### src/rtl/stopwatch_timebase.sv
// Stopwatch timebase: divides clk down to centiseconds, keeps the centis/seconds
// fields under a run/pause/idle controller, and pulses minute_tick on 59.99 -> 00.00.
module stopwatch_timebase #(
  parameter int CLKS_PER_CS = 1000000
) (
  input  logic       clk,
  input  logic       rst,
  input  logic       start_stop,
  input  logic       clear,
  output logic       running,
  output logic [1:0] state,
  output logic [7:0] centis,
  output logic [7:0] seconds,
  output logic       minute_tick
);

  localparam int PS_W = (CLKS_PER_CS > 1) ? $clog2(CLKS_PER_CS) : 1;
  localparam logic [PS_W-1:0] PS_MAX = PS_W'(CLKS_PER_CS - 1);

  typedef enum logic [1:0] {
    ST_IDLE  = 2'b00,
    ST_RUN   = 2'b01,
    ST_PAUSE = 2'b10
  } state_e;

  state_e          state_q, state_d;
  logic [PS_W-1:0] ps_q, ps_d;
  logic [7:0]      centis_q, centis_d;
  logic [7:0]      seconds_q, seconds_d;
  logic            minute_tick_q, minute_tick_d;

  logic            zero_fields;
  logic            cs_tick;
  logic            centis_wrap;
  logic            seconds_wrap;

  // Controller: clear beats start_stop in PAUSE; in IDLE start_stop wins.
  always_comb begin
    state_d     = state_q;
    zero_fields = 1'b0;
    case (state_q)
      ST_IDLE: begin
        if (start_stop) state_d = ST_RUN;
      end
      ST_RUN: begin
        if (start_stop) state_d = ST_PAUSE;
      end
      ST_PAUSE: begin
        if (clear) begin
          state_d     = ST_IDLE;
          zero_fields = 1'b1;
        end else if (start_stop) begin
          state_d = ST_RUN;
        end
      end
      default: state_d = ST_IDLE;
    endcase
  end

  assign cs_tick      = (state_q == ST_RUN) && (ps_q == PS_MAX);
  assign centis_wrap  = (centis_q == 8'd99);
  assign seconds_wrap = (seconds_q == 8'd59);

  // Counting follows the state held before the edge, so a tick on the pausing
  // edge still counts and a resume picks up the partial centisecond.
  always_comb begin
    ps_d          = ps_q;
    centis_d      = centis_q;
    seconds_d     = seconds_q;
    minute_tick_d = cs_tick && centis_wrap && seconds_wrap;
    if (zero_fields) begin
      ps_d      = '0;
      centis_d  = 8'd0;
      seconds_d = 8'd0;
    end else if (state_q == ST_RUN) begin
      if (cs_tick) begin
        ps_d = '0;
        if (centis_wrap) begin
          centis_d  = 8'd0;
          seconds_d = seconds_wrap ? 8'd0 : seconds_q + 8'd1;
        end else begin
          centis_d = centis_q + 8'd1;
        end
      end else begin
        ps_d = ps_q + 1'b1;
      end
    end
  end

  always_ff @(posedge clk) begin
    if (rst) begin
      state_q       <= ST_IDLE;
      ps_q          <= '0;
      centis_q      <= 8'd0;
      seconds_q     <= 8'd0;
      minute_tick_q <= 1'b0;
    end else begin
      state_q       <= state_d;
      ps_q          <= ps_d;
      centis_q      <= centis_d;
      seconds_q     <= seconds_d;
      minute_tick_q <= minute_tick_d;
    end
  end

  assign state       = state_q;
  assign running     = (state_q == ST_RUN);
  assign centis      = centis_q;
  assign seconds     = seconds_q;
  assign minute_tick = minute_tick_q;

endmodule
### config.mk
export PLATFORM = sky130hd
export DESIGN_NAME = stopwatch_timebase
export DESIGN_NICKNAME = d
export VERILOG_FILES = /design/src/rtl/stopwatch_timebase.sv
export SDC_FILE = /design/constraint.sdc
export NUM_CORES = 1
export LEC_CHECK = 0
export CAP_MARGIN = 40
export CELL_PAD_IN_SITES_DETAIL_PLACEMENT = 0
export CELL_PAD_IN_SITES_GLOBAL_PLACEMENT = 1
export CORE_MARGIN = 5
export CORE_UTILIZATION = 44
export DETAILED_ROUTE_END_ITERATION = 10
export GPL_ROUTABILITY_DRIVEN = 0
export PLACE_DENSITY = 0.93
export SYNTH_ARGS = -nofsm -noshare
export SYNTH_HDL_FRONTEND = slang
export SYNTH_SLANG_ARGS = --single-unit
export TNS_END_PERCENT = 5
### constraint.sdc
create_clock -name clk -period 6.9 [get_ports clk]
set_input_delay 1.38 -clock clk [delete_from_list [all_inputs] [get_ports clk]]
set_output_delay 1.38 -clock clk [all_outputs]
set_load 0.02 [all_outputs]
==> impl_metrics.env <==
export IMPL_postCtsSetupBuffers=0
export IMPL_whs_ns=0.500
export IMPL_io_buffers=23
export IMPL_yosysSeqAreaShare=0.416
export IMPL_irDropWorstVdd_mv=0.137
export IMPL_dpl_worst_slack_ns=3.87
export IMPL_hold_viol=0
export IMPL_via_count=1601
export IMPL_postCtsHoldBufs=0
export IMPL_core_area_um2=4060
export IMPL_h_tree_depth=2
export IMPL_finalCritPeriodShare=0.454
export IMPL_drtAntennaViolNets=0
export IMPL_clk_latency_ns=0.29
export IMPL_first_pass_iters=4
export IMPL_synthCells=217
export IMPL_seq_area_um2=781
export IMPL_synth_edf_count=0
export IMPL_crit_path_top_delay_cell="clkdlybuf4s50_1"
export IMPL_required_ns=5.52
export IMPL_vias_per_cell=5.46
export IMPL_drt_wl_total_mm=3.85
export IMPL_initial_core_util=0.463
export IMPL_yosysWarnings=0
export IMPL_tns_ns=0
export IMPL_clk_pin_slew_ns=0.07
export IMPL_cp_max_fo=8
export IMPL_switchingPower_mw=0.0838
export IMPL_max_slew_margin_rel=0.473
export IMPL_crit_start="state[0]"
export IMPL_fin_ws_ns=3.77
export IMPL_synthTopCellsByArea="dfxtp_1 42%, xor2_1 6.1%, nor2_1 5.6%, nand2_1 4.8%, xnor2_1 4.2%"
export IMPL_final_nets=251
export IMPL_reg2reg_depth=5
export IMPL_cts_sinks=39
export IMPL_nFillCells=415
export IMPL_multi_input_area_um2=1060
export IMPL_seq_power_share=0.595
export IMPL_yosysTopAreaCell="dfxtp_1"
export IMPL_avgSynthCellArea_um2=8.65
export IMPL_dp_final_hpwl_mm=2.85
export IMPL_tritoncts="built"
export IMPL_cts_resized=0
export IMPL_fin_crit_ns=3.13
export IMPL_critical_path_class="flop to primary output"
export IMPL_grt_max_degree=17
export IMPL_rrSetupSlack_ns=4.49
export IMPL_r2r_end="seconds[4]"
export IMPL_die_h_um=75.3
export IMPL_synthArstFlopShare=0
export IMPL_antenna_cells=0
export IMPL_route_detailed_drc=0
export IMPL_timing_fmax_mhz=320
export IMPL_comb_power_share=0.042
export IMPL_grt_pass1_wl_mm=6.46
export IMPL_synth_seq_cells=39
export IMPL_die_area_um2=5670
export IMPL_rr_startpoint="ps_q[8]"
export IMPL_worstMarginPinSlew_ns=0.783
export IMPL_cp_endpoint="running"
export IMPL_cp_end_kind="primary output"
export IMPL_die_w_um=75.3
export IMPL_wl_per_cell_um=13.1
export IMPL_p_per_area_nw_per_um2=172
export IMPL_drtIter0Drc=91
export IMPL_cp_data_arrival_time_ns=1.75
export IMPL_drv_cap=0
export IMPL_rsz0062_at_grt="false"
export IMPL_clockBufferDepth=2
export IMPL_finalSetupViolations=0
export IMPL_synthDistinctLibCells=42
export IMPL_gr_total_overflow=0
export IMPL_clock_skew_ns=0.00368
export IMPL_rows=23
export IMPL_p_int_mw=0.300
export IMPL_p_leak_nw=0.766
export IMPL_gr_usage_all_layers=0.149
export IMPL_area_growth_pct=18.7
export IMPL_io_pin_count=24
export IMPL_worstPathCellList="nand2b_1, inv_1, clkdlybuf4s50_1"
export IMPL_critical_path_max_stage_delay_ns=0.64
export IMPL_pwr_share_clk=0.363
export IMPL_p_sw_frac=0.218
export IMPL_cts_made_buffers=5
export IMPL_maxSlewViolCount=0
export IMPL_antenna_found_initial=0
export IMPL_grt_pass1_vias=1434
export IMPL_start_kind="flop"
export IMPL_drive_gt1_frac=0.0741
export IMPL_synth_area_um2=1880
export IMPL_synthFlopType="dfxtp_1"
export IMPL_syn_nets=224
export IMPL_root_buffer="clkbuf_8"
export IMPL_min_path_type="flop to flop"
export IMPL_synth_top_area_frac=0.416
export IMPL_status="completed"
-- synthesized netlist by cell type, drive strengths merged (2+ instances only) --
cell    count
a21oi      15
and2        2
and3        4
and4        3
clkbuf      3
dfxtp      39
ha          3
inv         3
nand2      24
nand2b      2
nand3      15
nand4      10
nand4b      2
nor2       29
nor3        7
nor4        5
nor4b       2
o21ai       4
o31ai       2
or3         4
or4         3
or4b        3
xnor2       9
xor2       13
-- kinds of logic after synthesis --
group                    after synthesis  share of synthesized area
AO/OA/AOI/OAI                         27                     0.0859
AND/OR/NAND/NOR                      119                      0.358
adder cells (fa/ha/maj)                3                     0.0200
XOR/XNOR                              22                      0.103
buffers and inverters                  7                     0.0180
flip-flops                            39                      0.416
-- how the worst min path moves through the flow --
| stage | from | to | slack, ns | cells after the start |
|---|---|---|---|---|
| 6_report | seconds[7] | seconds[7] | 0.50 | 2 |
| 2_1_floorplan | ps_q[1] | ps_q[1] | 0.46 | 2 |
| 4_1_cts | seconds[7] | seconds[7] | 0.51 | 2 |
| 3_5_place_dp | seconds[7] | seconds[7] | 0.50 | 2 |
| 5_1_grt | ps_q[1] | ps_q[1] | 0.53 | 2 |
| 3_3_place_gp | seconds[7] | seconds[7] | 0.48 | 2 |
-- routing by layer --
metal	track usage	vias to the layer above	part of all wire
met5	0	-	0
met4	0.0757	0	0.019
met3	0.0277	7	0.037
met2	0.218	22	0.43
met1	0.208	745	0.52
li1	-	827	-
-- through the flow --
stage | cell area [um^2] | power (mW) | std cells | utilization
after floorplan | 1880 | 0.243 | 217 | -
after global placement | 2160 | 0.250 | 287 | 0.531
after detailed placement | 2160 | 0.249 | 287 | 0.531
after CTS | 2230 | 0.388 | 293 | 0.549
after global routing | 2230 | 0.398 | 293 | 0.549
final | 2230 | 0.384 | 293 | 0.549
-- power by group through the flow --
stage | clock [mW] | sequential (mW) | combinational [mW]
after global placement | 0 | 0.234 | 0.0161
after global routing | 0.152 | 0.229 | 0.0176
after floorplan | 0 | 0.234 | 0.00858
final | 0.140 | 0.229 | 0.0159
after detailed placement | 0 | 0.234 | 0.0159
after CTS | 0.144 | 0.228 | 0.0161
-- cell usage in the layout (no fill, tap or decap), types with 5 or more instances in the layout --
cell type	Yosys	routed
dfxtp_1	39	39
nand3_1	14	14
xor2_1	13	13
nand2_1	24	24
nand4_1	10	10
xnor2_1	9	9
clkbuf_8	0	5
a21oi_1	15	15
nor2_1	28	28
nor3_1	7	7
clkdlybuf4s50_1	0	23
-- worst max-delay path: cells and delay by family (launching register included) --
kind,cells,cell delay (ns)
buffers and inverters,2,0.83
flip-flops,1,0.46
AND/OR/NAND/NOR,1,0.17
-- flip-flops by register name, indices dropped and copies added (netlist names) --
signal	cells
ps_q	20
state	2
seconds	8
minute_tick	1
centis	8
-- area by class of cell --
cell class | count | share of cell area
Clock buffer | 6 | 0.0326
Inverter | 3 | 0.00505
Multi-Input combinational cell | 171 | 0.477
Sequential cell | 39 | 0.350
Tap cell | 50 | 0.0281
Timing Repair Buffer | 24 | 0.107
Note: power is estimated with default switching activity, not from simulation.
